### src/rtl/tdm_pkg.sv
// rtl/tdm_pkg.sv - shared TDM constants and state type for the mux/demux pair
package tdm_pkg;

  localparam int LANES = 8;
  localparam int SEL_W = $clog2(LANES);

  typedef enum logic {
    HUNT   = 1'b0,
    LOCKED = 1'b1
  } tdm_state_e;

  localparam logic [SEL_W-1:0] TDM_SLOT0 = '0;

endpackage

### src/rtl/tdm_slot_counter.sv
// rtl/tdm_slot_counter.sv - mod-LANES slot counter with enable and load-to-1
module tdm_slot_counter #(
  parameter int LANES = tdm_pkg::LANES,
  parameter int SEL_W = tdm_pkg::SEL_W
) (
  input  logic             clk,
  input  logic             rst,
  input  logic             i_en,
  input  logic             i_load1,
  output logic [SEL_W-1:0] o_count
);
  import tdm_pkg::TDM_SLOT0;

  localparam logic [SEL_W-1:0] LAST_SLOT = SEL_W'(LANES - 1);

  logic [SEL_W-1:0] r_count;

  // Load-to-1 wins: a sync bit occupies slot 0 in the same cycle it is seen.
  always_ff @(posedge clk or posedge rst) begin
    if (rst) begin
      r_count <= TDM_SLOT0;
    end else if (i_load1) begin
      r_count <= SEL_W'(1);
    end else if (i_en) begin
      r_count <= (r_count == LAST_SLOT) ? TDM_SLOT0 : r_count + SEL_W'(1);
    end
  end

  assign o_count = r_count;

endmodule

### src/rtl/tdm_demux_8.sv
// rtl/tdm_demux_8.sv - eight-channel TDM demultiplexer with frame_sync lock
module tdm_demux_8 #(
  parameter int LANES = tdm_pkg::LANES,
  parameter int SEL_W = tdm_pkg::SEL_W
) (
  input  logic             clk,
  input  logic             rst,
  input  logic             in_bit,
  input  logic             in_valid,
  input  logic             frame_sync,
  output logic [LANES-1:0] out_data,
  output logic             out_valid,
  output logic [SEL_W-1:0] slot,
  output logic             locked,
  output logic             sync_err
);
  import tdm_pkg::tdm_state_e;
  import tdm_pkg::HUNT;
  import tdm_pkg::LOCKED;
  import tdm_pkg::TDM_SLOT0;

  localparam logic [SEL_W-1:0] LAST_SLOT = SEL_W'(LANES - 1);

  tdm_state_e       r_state;
  tdm_state_e       w_state_next;
  logic [LANES-1:0] r_shadow;
  logic [LANES-1:0] r_out_data;
  logic             r_out_valid;
  logic             r_sync_err;
  logic [SEL_W-1:0] w_slot;
  logic [SEL_W-1:0] w_wr_idx;
  logic             w_sync;
  logic             w_in_lock;
  logic             w_store;
  logic             w_cnt_en;
  logic             w_complete;
  logic             w_resync;

  always_ff @(posedge clk or posedge rst) begin
    if (rst) begin
      r_state <= HUNT;
    end else begin
      r_state <= w_state_next;
    end
  end

  always_comb begin
    w_state_next = r_state;
    if (r_state == HUNT && w_sync) begin
      w_state_next = LOCKED;
    end
  end

  always_comb begin
    w_sync     = in_valid & frame_sync;
    w_in_lock  = (r_state == LOCKED);
    w_store    = w_sync | (in_valid & w_in_lock);
    w_cnt_en   = in_valid & w_in_lock;
    w_wr_idx   = w_sync ? TDM_SLOT0 : w_slot;
    // A sync at slot 7 is a resync, so it must not also complete the frame.
    w_complete = in_valid & w_in_lock & ~frame_sync & (w_slot == LAST_SLOT);
    w_resync   = w_sync & w_in_lock & (w_slot != TDM_SLOT0);
  end

  tdm_slot_counter #(
    .LANES (LANES),
    .SEL_W (SEL_W)
  ) u_slot_counter (
    .clk     (clk),
    .rst     (rst),
    .i_en    (w_cnt_en),
    .i_load1 (w_sync),
    .o_count (w_slot)
  );

  always_ff @(posedge clk or posedge rst) begin
    if (rst) begin
      r_shadow <= '0;
    end else if (w_store) begin
      r_shadow[w_wr_idx] <= in_bit;
    end
  end

  always_ff @(posedge clk or posedge rst) begin
    if (rst) begin
      r_out_data  <= '0;
      r_out_valid <= 1'b0;
      r_sync_err  <= 1'b0;
    end else begin
      r_out_valid <= w_complete;
      r_sync_err  <= w_resync;
      if (w_complete) begin
        r_out_data <= {in_bit, r_shadow[LANES-2:0]};
      end
    end
  end

  assign out_data  = r_out_data;
  assign out_valid = r_out_valid;
  assign sync_err  = r_sync_err;
  assign slot      = w_slot;
  assign locked    = w_in_lock;

endmodule
### config.mk
export PLATFORM = sky130hd
export DESIGN_NAME = tdm_demux_8
export DESIGN_NICKNAME = d
export VERILOG_FILES = /design/src/rtl/tdm_pkg.sv /design/src/rtl/tdm_slot_counter.sv /design/src/rtl/tdm_demux_8.sv
export SDC_FILE = /design/constraint.sdc
export NUM_CORES = 1
export LEC_CHECK = 0
export BUFFER_PORTS_ARGS = -buffer_cell sky130_fd_sc_hd__buf_4
export CAP_MARGIN = 20
export CORE_UTILIZATION = 40
export CTS_CLUSTER_SIZE = 20
export DETAILED_ROUTE_END_ITERATION = 10
export GPL_ROUTABILITY_DRIVEN = 0
export PLACE_DENSITY = 0.65
export SKIP_LAST_GASP = 1
export SLEW_MARGIN = 0
export SYNTH_ARGS = -nofsm -noshare
export SYNTH_HDL_FRONTEND = slang
export SYNTH_SLANG_ARGS = --single-unit
### constraint.sdc
create_clock -name clk -period 2 [get_ports clk]
set_clock_uncertainty 0.05 [all_clocks]
set_input_delay 0 -clock clk [delete_from_list [all_inputs] [get_ports clk]]
set_output_delay 0 -clock clk [all_outputs]
set_load 0.01 [all_outputs]
* Word-level counts from Yosys, hierarchy flattened
Index checks and enable logic that the tools add are counted.
Cells by class: $add $sub $neg 1, $lt $le $gt $ge 2, eq/ne operators 1, muxes and demuxes 7, bitwise logic cells 9, reduce and logical (&&, ||, !) cells 4
Operators with widths (count):
- $mux W3 | 4
- $bwmux W8 | 1
- $and A1 B1 Y1 | 6
- $lt A3 B4 Y1 const B | 1
- $add A3 B1 Y3 const B | 1
- $demux W1 S3 | 1
- $eq A3 B3 Y1 const B | 1
- $ge A3 B1 Y1 const B | 1
- $reduce_bool A3 Y1 | 1
- $logic_and A1 B1 Y1 | 2
- $not A1 Y1 | 2
- $reduce_bool A2 Y1 | 1
- $mux W1 | 1
- $or A1 B1 Y1 | 1
Storage, ports and cells: register bits after elaboration 22, input port bits 5, output and inout bits 14, word-level logic and storage cells 30

* Depth between registers and ports, before layout
Gate-level depths: netlist of the first run.
word-level depth 7, gate-level depth with buffers 5, depth with buffers taken out 5

* Hierarchy
From an unflattened synthesis of the first run, not the netlist that was laid out.
Unflattened totals: cell total of the unflattened synthesis 65, area total of the unflattened synthesis 965.9 um2
Modules (own cells, without submodules):
- tdm_demux_8 | times used 1, cells an instance 52, area an instance 815.8 um2, seq. area each 450.4 um2
- tdm_slot_counter | times used 1, cells an instance 13, area an instance 150.1 um2, seq. area each 75.1 um2

* Least setup slack after synthesis of the first run
OpenSTA, ideal clock, no wires.
path kind register to register, start point register u_slot_counter.r_count[0], in the netlist u_slot_counter.o_count[0], end point register r_out_data[0], in the netlist out_data[0], setup time 0.125 ns, arrival time 1.404 ns, required time 1.825 ns, setup slack 0.422 ns, cell stages (with the launch flop) 5, buffers on the path 0, period minus slack after synthesis 1.578 ns, path through dfrtp_1 -> ha_1 -> ha_1 -> nand4b_2 -> mux2_2
Between the ends: word-level cells in the longest chain between the ends 2
RTL lines:
- start: declaration | line tdm_slot_counter.sv:16 | logic [SEL_W-1:0] r_count;
- start signal: assignment | line tdm_slot_counter.sv:25 | r_count <= (r_count == LAST_SLOT) ? TDM_SLOT0 : r_count + SEL_W'(1);
- $eq A3 B3 Y1 | line tdm_demux_8.sv:61 | w_complete = in_valid & w_in_lock & ~frame_sync & (w_slot == LAST_SLOT);
- $and A1 B1 Y1 | line tdm_demux_8.sv:61
- end signal: assignment | line tdm_demux_8.sv:93 | r_out_data <= {in_bit, r_shadow[LANES-2:0]};
- end: declaration | line tdm_demux_8.sv:27 | logic [LANES-1:0] r_out_data;
Every way passes these cells. A chain may end at the register's enable or synchronous reset.

* Worst setup path in the final report of the first run
start point register u_slot_counter.r_count[0], in the netlist u_slot_counter.o_count[0], end point register u_slot_counter.r_count[2], in the netlist u_slot_counter.o_count[2]
Between the ends: word-level cells in the longest chain between the ends 4, elaborated cells between the ends (all ways) 5, classes of those cells add/sub: 1; eq/ne: 1; mux: 3
RTL lines:
- $add A3 B1 Y3 / $eq A3 B3 Y1 (equally long branches) | line tdm_slot_counter.sv:25
- $mux W3 * | line tdm_slot_counter.sv:25
- $mux W3 * | line tdm_slot_counter.sv:24 | end else if (i_en) begin
- $mux W3 * | line tdm_slot_counter.sv:22 | end else if (i_load1) begin
Every way passes the cells marked *; elsewhere a longest branch is shown, timed or not. The select of a mux whose other input is x is not followed.

==> flow_metrics.py, run 1 <==
metrics = {
    "detailed_routing": {
        "drtPass1Iterations": 5,
        "wl_met2_um": 756,
        "initialDrtViolationCount": 15,
        "postRouteAntennaNets": 0,
        "viasPerCell": 4.961,
        "dr_total_vias": 630,
        "met3_length_um": 63,
        "totalWireLength_um": 1634,
        "top_layer": "met4",
        "drc": 0,
        "wl_per_cell_um": 12.87,
        "wl_met1_um": 796,
    },
    "clocking": {
        "cts_root_buf": "clkbuf_4",
        "htreeDepth": 1,
        "cts_buffers": 3,
        "cts_sinks": 21,
        "clk_latency_ns": 0.29,
        "cts_tree": "built",
        "cts.clk_slew.worst_paths_ns": 0.11,
        "clock_path_buffers": 2,
    },
    "floorplan": {
        "die-area_um2": 2511,
        "coreArea_um2": 2191,
        "core.rowCount": 17,
        "start_util": 0.4226,
        "dieWidth_um": 50.11,
        "pin_count": 19,
        "die_h_um": 50.11,
    },
    "timing": {
        "hold_viol_final": 0,
        "setup_tns_ns": 0,
        "fin_crit_ns": 1.878,
        "worst_hold_slack_ns": 0.3608,
        "drv_slew": 0,
        "maxSlewHeadroom": 0.4701,
        "fin_crit_sh": 0.9388,
        "max_freq_mhz": 532.6,
        "rsz0062_at_grt": "false",
        "worst_pin_slew_ns": 0.7940,
        "finalSetupViolations": 0,
    },
    "place": {
        "placedInstanceArea_um2": 1096,
        "port-buffer-count": 18,
        "dp_hpwl_um": 1120,
    },
    "grt": {
        "grt_pass1_vias": 607,
        "grt_antenna_before_repair": 0,
        "grt_overflow_total": 0,
        "grt.total_usage": 0.1522,
        "grt_pass1_wl_um": 2760,
        "grt_start_max_net_pins": 22,
    },
    "final_layout": {
        "layout_common_cells": "buf_4, dfrtp_1, mux2_2",
        "fin_area_um2": 1181,
        "multiInputGateArea_um2": 366.6,
        "seq_area_um2": 526.8,
        "drive_gt1_frac": 0.4343,
        "final_common_cell": "buf_4",
        "nFillCells": 207,
        "syn_to_final_growth_pct": 27.57,
        "num_antenna_cells": 0,
        "final_nets": 108,
    },
    "setup_path": {
        "cp_common_cell": "ha_1",
        "cp_slowest_stage_delay_ns": 0.55,
        "worstSetupPathType": "reg -> reg",
        "arrival_ns": 2.01,
        "start_kind": "flop",
        "path_max_fanout": 3,
        "endpoint_kind": "flop",
        "required_ns": 2.13,
        "crit_chain": "ha_1, ha_1, nand3_1, o21a_1, o22ai_1, dlygate4sd3_1",
        "slowest_stage": "dlygate4sd3_1",
    },
    "pwr": {
        "power.leakage_nw": 0.5911,
        "power_density_nw_per_um2": 878.3,
        "ir_drop_v": 0.0005167,
    },
    "synthesis": {
        "synth.avg_cell_area_um2": 13.04,
        "yosysUniqueCellTypes": 18,
        "syn_nets": 79,
        "synth-seq-area-share": 0.5676,
        "syn-instance-count": 71,
        "yosysWarnings": 0,
        "synth_area_um2": 925.9,
        "ys_seq_elements": 21,
    },
    "worst_hold_path": {
        "hp-class": "in -> async",
    },
    "flow_run": {
        "cap_violations": 0,
    },
    "run_status": {
        "status": "complete, no violations",
    },
}
## what timing repair did
| item | CTS | global route |
|---|---|---|
| gates resized for setup | 0 | 1 |
| setup endpoints to repair | 0 | 1 |
| endpoints found under the hold margin | 34 | 0 |
| setup buffers | 0 | 1 |
| hold buffers | 5 | 0 |
## power by group
part | switching, mW | internal, mW
Clock | 0.117 | 0.0775
Sequential | 0.0433 | 0.518
Combinational | 0.121 | 0.161
Total | 0.281 | 0.756
## registers in the layout, summed over array words and instances, names as in the netlist
register and flops:
r_shadow 7, u_slot_counter.o_count 3, out_data 8, sync_err 1, out_valid 1, locked 1
## cells by family (layout without fill, tap and decap cells)
group | Yosys count | after routing | share of synthesized area
flops | 21 | 21 | 0.5676
mux | 15 | 15 | 0.1824
compound gates | 8 | 8 | 0.05540
simple gates | 17 | 17 | 0.1176
buf+inv | 7 | 35 | 0.03648
fa+ha+maj | 3 | 3 | 0.04054
## final cells by class
type                            instances  area share
Timing Repair Buffer                   26      0.1758
Tap cell                               28     0.02966
Inverter                                5     0.01589
Clock buffer                            4     0.02225
Sequential cell                        21      0.4460
Multi-Input combinational cell         43      0.3104
## final timing paths
path                                                    endpoint  slack [ns]                             startpoint  depth (start not counted)
max                        u_slot_counter.o_count[2]$_DFFE_PP0P_        0.12  u_slot_counter.o_count[0]$_DFFE_PP0P_                          6
min                                      out_data[3]$_DFFE_PP0P_        0.36                                    rst                          3
max reg2reg                u_slot_counter.o_count[2]$_DFFE_PP0P_        0.12  u_slot_counter.o_count[0]$_DFFE_PP0P_                          6
min reg2reg                              out_data[0]$_DFFE_PP0P_        0.46                r_shadow[0]$_DFFE_PP0P_                          1
max in group asynchronous  u_slot_counter.o_count[0]$_DFFE_PP0P_        1.00                                    rst                          3
min in group clk           u_slot_counter.o_count[1]$_DFFE_PP0P_        0.44                             frame_sync                          3
## per-layer routing
metal  global-route usage  vias to the layer above
li1                     -                      310
met1               0.2016                      305
met2               0.2378                       13
met3              0.02778                        2
met4              0.07143                        0
met5                    0                        -
## critical path: cells and delay by family, from the launching register on
family	cells	cell delay, ns
flops	1	0.43
compound gates	2	0.18
fa+ha+maj	2	0.48
simple gates	1	0.09
buf+inv	1	0.55
## Yosys cell counts, drive strengths merged
cell,count,area [um2]
inv,5,18.77
nand2,3,11.26
buf,2,15.01
o21a,2,15.01
nor3b,1,7.510
a21oi,1,5.000
dfrtp,21,525.5
nor4b,1,8.760
nand3,6,30.03
nand4b,2,23.77
a21o,1,8.760
mux2,15,168.9
and4bb,1,12.51
o21ai,2,10.01
o22ai,2,12.51
nor3,3,15.01
ha,3,37.54
## per-stage QoR
step                      cells  total power [mW]  utilization  setup WS, ns
final                       127             1.037       0.5391        0.1225
after global routing        127             1.105       0.5391       0.05242
after CTS                   126             1.047       0.5351       0.03948
after detailed placement    117            0.8426       0.5003        0.3225
after global placement      117            0.8313       0.5003        0.3678
after floorplan              71            0.7244            -        0.4218
Power figures use the tool's default switching activity.
==> run 2, diff against run 1 <==
CAP_MARGIN = 10   (was 20)
RECOVER_POWER = 25   (was not set)
==> flow_metrics.py, run 2 (same netlist as run 1, synthesis figures left out) <==
metrics = {
    "timing": {
        "setup_tns_ns": 0,
        "fin_crit_sh": 0.9377,
        "hold_viol_final": 0,
        "finalSetupViolations": 0,
        "drv_slew": 0,
        "worst_pin_slew_ns": 0.7935,
        "rsz0062_at_grt": "false",
        "maxSlewHeadroom": 0.4704,
        "worst_hold_slack_ns": 0.3611,
        "setup_slack_ns": 0.1245,
        "fin_crit_ns": 1.875,
        "max_freq_mhz": 533.2,
    },
    "floorplan": {
        "pin_count": 19,
        "die-area_um2": 2511,
        "start_util": 0.4226,
        "core.rowCount": 17,
        "dieWidth_um": 50.11,
        "coreArea_um2": 2191,
        "die_h_um": 50.11,
    },
    "worst_hold_path": {
        "hp-class": "in -> async",
    },
    "setup_path": {
        "path_max_fanout": 3,
        "arrival_ns": 2.01,
        "endpoint_kind": "flop",
        "timing.rr.start": "u_slot_counter.o_count[0]$_DFFE_PP0P_",
        "cp_common_cell": "ha_1",
        "worstReg2RegEnd": "u_slot_counter.o_count[2]$_DFFE_PP0P_",
        "reg2reg_depth": 6,
        "crit_chain": "ha_1, ha_1, nand3_1, o21a_1, o22ai_1, dlygate4sd3_1",
        "worstSetupPathType": "reg -> reg",
        "required_ns": 2.13,
        "cp_slowest_stage_delay_ns": 0.55,
        "slowest_stage": "dlygate4sd3_1",
        "start_kind": "flop",
        "rrSetupSlack_ns": 0.12,
    },
    "clocking": {
        "cts.clk_slew.worst_paths_ns": 0.11,
        "clk_latency_ns": 0.29,
        "cts_tree": "built",
        "cts_sinks": 21,
        "cts_root_buf": "clkbuf_4",
        "clock_path_buffers": 2,
        "cts_buffers": 3,
        "htreeDepth": 1,
    },
    "place": {
        "place_inst": 117,
        "dp_hpwl_um": 1120,
        "dp_slack_ns": 0.3225,
        "port-buffer-count": 18,
    },
    "detailed_routing": {
        "drc": 0,
        "totalWireLength_um": 1639,
        "initialDrtViolationCount": 13,
        "drtPass1Iterations": 4,
        "wl_per_cell_um": 12.91,
        "postRouteAntennaNets": 0,
        "dr_total_vias": 625,
        "viasPerCell": 4.921,
    },
    "grt": {
        "grt_pass1_wl_um": 2760,
        "grt_overflow_total": 0,
        "grt.total_usage": 0.1522,
        "grt_start_max_net_pins": 22,
        "grt_pass1_vias": 607,
        "grt_antenna_before_repair": 0,
    },
    "final_layout": {
        "final_core_util": 0.5168,
        "layout_common_cells": "dfrtp_1, mux2_2, clkbuf_1",
        "finalNonFillerCells": 127,
        "largest_reg_flops": 8,
        "num_antenna_cells": 0,
        "final_nets": 108,
        "final_common_cell": "dfrtp_1",
        "syn_to_final_growth_pct": 22.30,
        "drive_gt1_frac": 0.3030,
    },
    "run_status": {
        "status": "complete, no violations",
    },
    "pwr": {
        "power.leakage_nw": 0.5372,
        "power_density_nw_per_um2": 889.0,
        "ir_drop_v": 0.0005104,
    },
    "flow_run": {
        "cap_violations": 0,
    },
}
run 2: changes by cell type in the layout (fill, tap and decap cells not counted):
| cell | change |
|---|---|
| clkbuf_1 | +13 |
| buf_4 | -13 |
run 2: worst max path at each step:
stage,start,to,slack [ns],depth (start not counted)
2_1_floorplan,u_slot_counter.o_count[0]$_DFFE_PP0P_,out_data[0]$_DFFE_PP0P_,0.42,4
3_3_place_gp,u_slot_counter.o_count[0]$_DFFE_PP0P_,out_data[2]$_DFFE_PP0P_,0.37,4
3_5_place_dp,u_slot_counter.o_count[0]$_DFFE_PP0P_,out_data[7]$_DFFE_PP0P_,0.32,4
4_1_cts,u_slot_counter.o_count[0]$_DFFE_PP0P_,u_slot_counter.o_count[2]$_DFFE_PP0P_,0.04,6
5_1_grt,u_slot_counter.o_count[0]$_DFFE_PP0P_,u_slot_counter.o_count[2]$_DFFE_PP0P_,0.05,6
6_report,u_slot_counter.o_count[0]$_DFFE_PP0P_,u_slot_counter.o_count[2]$_DFFE_PP0P_,0.12,6
run 2: cell type report:
cell class | count | area, um2
Clock buffer | 4 | 26.28
Sequential cell | 21 | 526.8
Timing Repair Buffer | 26 | 158.9
Inverter | 5 | 18.77
Tap cell | 28 | 35.03
Multi-Input combinational cell | 43 | 366.6
Fill cell | 218 | 1059
run 2: repair_timing:
item	4_1_cts	5_1_grt
buffers inserted	0	1
hold endpoints to repair	34	0
hold buffers	5	0
endpoints found under the setup margin	0	1
gates resized for setup	0	1
run 2: worst max-delay path: cells and delay by family, from the launching register on:
family	cells	cell delay [ns]
buffers and inverters	1	0.55
adder cells (fa/ha/maj)	2	0.47
flip-flops	1	0.43
AO/OA/AOI/OAI	2	0.18
AND/OR/NAND/NOR	1	0.09
run 2: metal layers:
| layer | track usage | part of all wire |
|---|---|---|
| met1 | 0.2016 | 0.49 |
| met2 | 0.2378 | 0.46 |
| met3 | 0.02778 | 0.038 |
| met4 | 0.07143 | 0.010 |
| met5 | 0 | 0 |
run 2: stage by stage:
step | area (um2) | power [mW]
3_3_place_gp | 1096 | 0.8313
3_5_place_dp | 1096 | 0.8426
5_1_grt | 1132 | 1.074
4_1_cts | 1172 | 1.047
2_1_floorplan | 925.9 | 0.7244
6_report | 1132 | 1.007
run 2: power breakdown:
group | total [mW] | internal [mW] | switching (mW)
logic | 0.252 | 0.131 | 0.121
registers | 0.560 | 0.518 | 0.0422
clock network | 0.194 | 0.0774 | 0.117
total | 1.01 | 0.726 | 0.280
